===== src/rtl/shifter_pkg.sv =====
// Shared FSM state encoding for the sequential left shifter.
package shifter_pkg;
  localparam logic [1:0] ST_IDLE  = 2'd0;
  localparam logic [1:0] ST_SHIFT = 2'd1;
  localparam logic [1:0] ST_DONE  = 2'd2;

  typedef enum logic [1:0] {
    IDLE  = ST_IDLE,
    SHIFT = ST_SHIFT,
    DONE  = ST_DONE
  } state_e;
endpackage


===== src/rtl/mux2to1.sv =====
// Generic W-bit two-input multiplexer cell.
module mux2to1 #(
  parameter int W = 16
) (
  input  logic [W-1:0] d0,
  input  logic [W-1:0] d1,
  input  logic         sel,
  output logic [W-1:0] y
);
  assign y = sel ? d1 : d0;
endmodule


===== src/rtl/shift_stage_l.sv =====
// One barrel stage selected at run time: shifts/rotates acc left by 2**i when en is set.
module shift_stage_l #(
  parameter int N = 4,
  parameter int W = 2**N
) (
  input  logic [W-1:0] acc,
  input  logic [N-1:0] i,
  input  logic         en,
  input  logic         rot,
  output logic [W-1:0] nxt
);
  logic [N:0][W-1:0] chain;

  assign chain[0] = acc;

  // Each constant-distance candidate is chained in; at most one k matches i, so
  // the chain passes acc through untouched everywhere else.
  for (genvar k = 0; k < N; k++) begin : g_stage
    localparam int S = 1 << k;
    logic [W-1:0] shl, rol, cand;
    logic         hit;

    assign shl = acc << S;
    assign rol = (acc << S) | (acc >> (W - S));
    assign hit = en && (i == N'(k));

    mux2to1 #(.W(W)) u_mode (.d0(shl), .d1(rol), .sel(rot), .y(cand));
    mux2to1 #(.W(W)) u_pick (.d0(chain[k]), .d1(cand), .sel(hit), .y(chain[k+1]));
  end

  assign nxt = chain[N];
endmodule


===== src/rtl/seq_shifter_l.sv =====
// Sequential left shifter: one log-stage per cycle, fixed N-cycle latency.
// Define SEQ_SHIFTER_L_ROTATE_EN to add the rotate port and rotate-left mode.
module seq_shifter_l
  import shifter_pkg::*;
#(
  parameter int N = 4,
  parameter int W = 2**N
) (
  input  logic         clock,
  input  logic         reset,
  input  logic         in_valid,
  output logic         in_ready,
  input  logic [W-1:0] A,
  input  logic [N-1:0] shamt,
`ifdef SEQ_SHIFTER_L_ROTATE_EN
  input  logic         rotate,
`endif
  output logic         out_valid,
  input  logic         out_ready,
  output logic [W-1:0] Y
);
  state_e       state_q, state_d;
  logic [W-1:0] acc_q, acc_d, stage_out;
  logic [N-1:0] sh_q, sh_d;
  logic [N-1:0] i_q, i_d;
  logic         rot_q, rot_d;
  logic         rot_in, stage_en;

`ifdef SEQ_SHIFTER_L_ROTATE_EN
  assign rot_in = rotate;
`else
  assign rot_in = 1'b0;
`endif

  always_ff @(posedge clock) begin
    if (!reset) state_q <= IDLE;
    else        state_q <= state_d;
  end

  always_comb begin
    state_d = state_q;
    case (state_q)
      IDLE:    if (in_valid) state_d = SHIFT;
      SHIFT:   if (i_q == N'(N-1)) state_d = DONE;
      DONE:    if (out_ready) state_d = IDLE;
      default: state_d = IDLE;
    endcase
  end

  always_comb begin
    in_ready  = (state_q == IDLE);
    out_valid = (state_q == DONE);
  end

  assign stage_en = |(sh_q & (N'(1) << i_q));

  shift_stage_l #(.N(N), .W(W)) u_stage (
    .acc (acc_q),
    .i   (i_q),
    .en  (stage_en),
    .rot (rot_q),
    .nxt (stage_out)
  );

  always_comb begin
    acc_d = acc_q;
    sh_d  = sh_q;
    rot_d = rot_q;
    i_d   = i_q;
    case (state_q)
      IDLE: if (in_valid) begin
        acc_d = A;
        sh_d  = shamt;
        rot_d = rot_in;
        i_d   = '0;
      end
      SHIFT: begin
        acc_d = stage_out;
        i_d   = i_q + N'(1);
      end
      default: ;
    endcase
  end

  always_ff @(posedge clock) begin
    if (!reset) begin
      acc_q <= '0;
      sh_q  <= '0;
      rot_q <= 1'b0;
      i_q   <= '0;
    end else begin
      acc_q <= acc_d;
      sh_q  <= sh_d;
      rot_q <= rot_d;
      i_q   <= i_d;
    end
  end

  assign Y = acc_q;
endmodule


===== config.mk =====
export PLATFORM = sky130hd
export DESIGN_NAME = seq_shifter_l
export DESIGN_NICKNAME = d
export VERILOG_FILES = /design/src/rtl/shifter_pkg.sv /design/src/rtl/mux2to1.sv /design/src/rtl/shift_stage_l.sv /design/src/rtl/seq_shifter_l.sv
export SDC_FILE = /design/constraint.sdc
export NUM_CORES = 1
export LEC_CHECK = 0
export CORE_AREA = 10 10 102 104
export CTS_CLUSTER_DIAMETER = 120
export CTS_CLUSTER_SIZE = 40
export DETAILED_ROUTE_END_ITERATION = 10
export DIE_AREA = 0 0 112 114
export GPL_TIMING_DRIVEN = 0
export PLACE_DENSITY_LB_ADDON = 0.15
export REMOVE_ABC_BUFFERS = 1
export SLEW_MARGIN = 15
export SYNTH_ARGS = -nofsm -noshare
export SYNTH_HDL_FRONTEND = slang
export SYNTH_HIERARCHICAL = 1
export SYNTH_SLANG_ARGS = --single-unit

===== constraint.sdc =====
create_clock -name clock -period 2.81 [get_ports clock]
set_clock_uncertainty 0.05 [all_clocks]
set_input_delay 0.562 -clock clock [delete_from_list [all_inputs] [get_ports clock]]
set_output_delay 0.562 -clock clock [all_outputs]
set_load 0.005 [all_outputs]

Word level (Yosys, flattened, before mapping)
Index checks and enable logic that the tools add are counted. Widths: inputs -> output; s select.

Muxes and demuxes: 12. Divide/modulo/power cells: 0. Bitwise gates (word level): 1. Multipliers: 0. Equal/unequal tests: 9. Shifts and indexed selects: 1. Reductions and logical operators: 12. Add/sub/neg operators: 1. Magnitude comparators: 0.

Operators with widths (count): $mux 16 (5); $pmux 16 s2 (1); $eq 4x2->1 const B (2); $pmux 4 s2 (1); $mux 2 (3); $pmux 2 s3 (1); $reduce_and 3->1 (2); $ne 5x1->1 const B (1); $add 4x1->4 const B (1); $and 4x4->4 (1); $eq 4x1->1 const B (1); $logic_and 1x1->1 (4); $logic_not 4->1 (1); $mux 4 (1); $ne 2x2->1 const B (2); $reduce_and 2->1 (2); $reduce_or 4->1 (1); $shl 1x4->4 const A (1); $eq 2x1->1 const B (1); $eq 2x2->1 const B (1); $logic_not 2->1 (1); $ne 2x1->1 const B (1); $reduce_bool 2->1 (1).

Bits in writable memories: 0. Memories kept: 0. Memory bits (read-only): 0. Register bits after elaboration: 26. Logic and storage cells: 40. Bits in latches: 0. Input bits: 24.

Logic depth before layout (Yosys ltp)
Word-level depth: 9. Mapped depth: 11. Depth with buffers taken out: 9.

By module
The synthesis kept the hierarchy.

Modules (own cells, without submodules): mux2to1 (area each 249.0 um^2, instances 8, cells each 18); seq_shifter_l (area each 1239.9 um^2, instances 1, cells each 137); shift_stage_l (area each 68.8 um^2, instances 1, cells each 6).

Worst setup path before layout
OpenSTA, ideal clock, no wires.

Kind: reg-to-reg. From: register i_q[0]. To: register acc_q[10], in the netlist Y[10]. Data required time: 2.638 ns. Data arrival time: 2.791 ns. Path buffers: 2. Cell stages (with the launch flop): 12. Path slack: -0.153 ns. Library setup time: 0.122 ns. Path through: dfxtp_1 -> mux4_2 -> and2_1 -> nor4bb_4 -> buf_6 -> buf_12 -> mux2_4 -> mux2_4 -> mux2_4 -> mux2_4 -> nand2_1 -> a31oi_1.

Elaborated cells on any way between the ends: 17.

RTL lines: from (decl) (line seq_shifter_l.sv:25) `logic [N-1:0] i_q, i_d;`; from (signal assigned) (line seq_shifter_l.sv:95) `i_q <= i_d;`; $shl 1x4->4 (line seq_shifter_l.sv:55) `assign stage_en = |(sh_q & (N'(1) << i_q));`; $and 4x4->4 (line seq_shifter_l.sv:55); $reduce_or 4->1 (line seq_shifter_l.sv:55); named net stage_en (line seq_shifter_l.sv:27) `logic rot_in, stage_en;`; $logic_and 1x1->1 (line shift_stage_l.sv:25) `assign hit = en && (i == N'(k));`; named net u_stage.g_stage[0].hit (line shift_stage_l.sv:21) `logic hit;`; $ne 5x1->1 (no source line); $reduce_and 3->1 (no source line); to (signal assigned) (line seq_shifter_l.sv:87) `acc_q <= '0;`; to (signal assigned) (line seq_shifter_l.sv:92) `acc_q <= acc_d;`; to (decl) (line seq_shifter_l.sv:23) `logic [W-1:0] acc_q, acc_d, stage_out;`.

The timed path passes the listed nets, and every way through them passes these cells. A chain may end at the register's enable or synchronous reset.

Worst setup path in the final report
From: register i_q[0]. To: register acc_q[11], in the netlist Y[11].

Same word-level chain as after synthesis.

==> results.yml <==
synth:
  yosysSeqAreaShare: 0.158
  netlist_top_cells_area: "mux2_4 (36%), mux2_2 (16%), dfxtp_1 (16%), buf_12 (6.1%), buf_6 (4.1%)"
  synthCells: 287
  synth_cell_types: 40
  netlist.area_leader.share: 0.364
  syn_area_per_cell_um2: 11.5
  synth_area_leader_cell: "mux2_4"
  synth_edf_count: 0
  synth_ff_type: "dfxtp_1"
  async_reset_ff_frac: 0
  ys_seq_elements: 26
  yosysMostFrequentCell: "mux2_4"
  syn_area_um2: 3300
  ys_top_cells_by_count: "mux2_4 (80), mux2_2 (48), nand2_1 (34)"
  yosysWarnings: 6
floorplanning:
  design.die.area_um2: 12800
  initial_core_util: 0.390
  core_region_area_um2: 8470
  io_pins: 42
  core.rowCount: 34
  dieWidth_um: 112
  die_y_um: 114
detailed_routing:
  via_count: 2154
  dr.pass1.iters: 4
  post_drt_wl_per_cell_um: 17.0
  antenna_left: 0
  drc: 0
  drt-initial-drc-count: 32
  vias_per_cell: 4.96
  wirelength_um: 7380
clock_tree:
  cts_tree: "built"
  htree_levels: 1
  root_buffer: "clkbuf_8"
  cts.path.max_buffers: 2
  ctsHoldBuffers: 0
  clkTransAtPathRegs_ns: 0.10
  clock_latency_ns: 0.28
  clock-sinks: 26
  cts_buffers: 3
pwr:
  p_sw_frac: 0.288
  p_switching_uw: 392
  total_power_uw: 1360
  leakage_uw: 0.00154
  irDropWorstVdd_uv: 273
  p_clk_frac: 0.242
  power_frac_seq: 0.349
  power.density_nw_per_um2: 373
  combPwrFrac: 0.409
  p_int_uw: 969
worst_setup_path:
  cp.required_ns: 2.90
  cp_max_fo: 7
  crit_type: "reg -> reg"
  worstPathArrival_ns: 2.88
  end_kind: "flip-flop"
  critPathLaunchType: "flip-flop"
timing:
  rsz0062_at_grt: "true"
  setup_viol: 0
  finalCritPeriodShare: 0.994
  worstMarginPinSlew_ns: 1.06
  hold_viol_final: 0
  slew_headroom: 0.293
  maxClockFrequency_ghz: 0.358
  holdWs_ns: 0.480
  fin_tns_setup_ns: 0
  period_needed_ns: 2.79
  drv_slew: 0
run:
  maxCapViolations: 0
placement:
  place_area_um2: 3550
  place_congestion: 0.723
  hpwlAfterDp_um: 4790
  port_buffers: 41
final_layout:
  diodes: 0
  fin_area_um2: 3650
  fillerInstances: 830
  nets: 352
  regArea_um2: 526
  syn_to_final_growth_pct: 10.6
  multi_input_area_um2: 2480
  layout-drive-gt1-share: 0.457
global_routing:
  grt_util_met2: 0.202
  use_met1: 0.136
  grt_use_total: 0.112
  grt_max_degree: 36
  busiest_layer: "met2"
  antenna_found_initial: 0
  grt_pass1_wl_um: 11800
  grt_use_met3: 0.0220
  grt_overflow: 0
  grt_pass1_vias: 2170
run_status:
  status: "finished, final reports clean"
hold_path:
  hp-class: "reg -> reg"
-- timing repair --
item                       CTS  global route
gates resized for setup      5             1
pin swaps                    1             1
setup endpoints to repair   16            16
buffers inserted             2             0
-- worst max-delay path, cell delays in order (launching register included) --
cell and delay [ns]:
dfxtp_4 0.37, mux4_2 0.48, and2_4 0.18, nor4bb_4 0.15, buf_4 0.18, mux2_4 0.29, mux2_4 0.27, mux2_4 0.28
mux2_4 0.27, nand2_1 0.06, a31oi_1 0.08
-- state kept, by name, indices dropped and copies added, names as in the netlist --
| name | cells |
|---|---|
| sh_q | 4 |
| i_q | 4 |
| state_q | 2 |
| Y | 16 |
-- per-stage QoR --
step                      cells   util  worst slack (ns)
after floorplan             278      -            -0.456
after global placement      427  0.418            -0.880
after detailed placement    428  0.419            -0.541
after CTS                   434  0.431           0.00311
after global routing        434  0.431           -0.0858
final                       434  0.431            0.0170
-- power by group through the flow --
stage               clock (uW)  sequential [uW]  combinational (uW)
floorplan                    0              459                 412
global placement             0              488                 537
detailed placement           0              489                 543
CTS                        340              478                 553
global route               352              486                 604
finish                     329              475                 556
-- layout make-up --
cell class / instances / share of cell area
Timing Repair Buffer: 44 / 0.120
Tap cell: 108 / 0.0370
Sequential cell: 26 / 0.144
Clock inverter: 1 / 0.00823
Clock buffer: 3 / 0.0113
Multi-Input combinational cell: 252 / 0.680
-- layer usage --
layer  vias to the layer above  part of all wire
met5                         -                 0
met2                        31              0.49
met3                         2             0.037
met1                      1006              0.47
met4                         0            0.0051
li1                       1115                 -
-- cell usage in the layout (no fill, tap or decap), types with 2 or more instances in the layout --
master,instances
conb_1,19
clkbuf_8,3
o21ai_1,10
mux2_2,47
dfxtp_1,24
buf_4,2
o21ai_2,3
a31oi_1,17
clkdlybuf4s50_1,41
nor2b_1,6
nand2_1,34
nor2_1,2
a21oi_1,2
mux2i_1,4
o21ai_0,3
mux2_4,81
-- cells by family after synthesis --
group | Yosys count | synth area share
AOI/OAI and AO/OA | 41 | 0.0785
adders and majority gates | 1 | 0.00379
buffers and inverters | 26 | 0.112
muxes | 133 | 0.547
DFF | 26 | 0.158
and+or+nand+nor | 58 | 0.0989
other | 2 | 0.00228
-- final timing paths --
| kind | cells past startpoint | startpoint | to | slack [ns] |
|---|---|---|---|---|
| hold reg to reg | 2 | sh_q[1] | sh_q[1] | 0.48 |
| hold / removal | 2 | sh_q[1] | sh_q[1] | 0.48 |
| setup reg to reg | 10 | i_q[0] | Y[11] | 0.02 |
| setup / recovery | 10 | i_q[0] | Y[11] | 0.02 |
(Power assumes the default switching activity.)
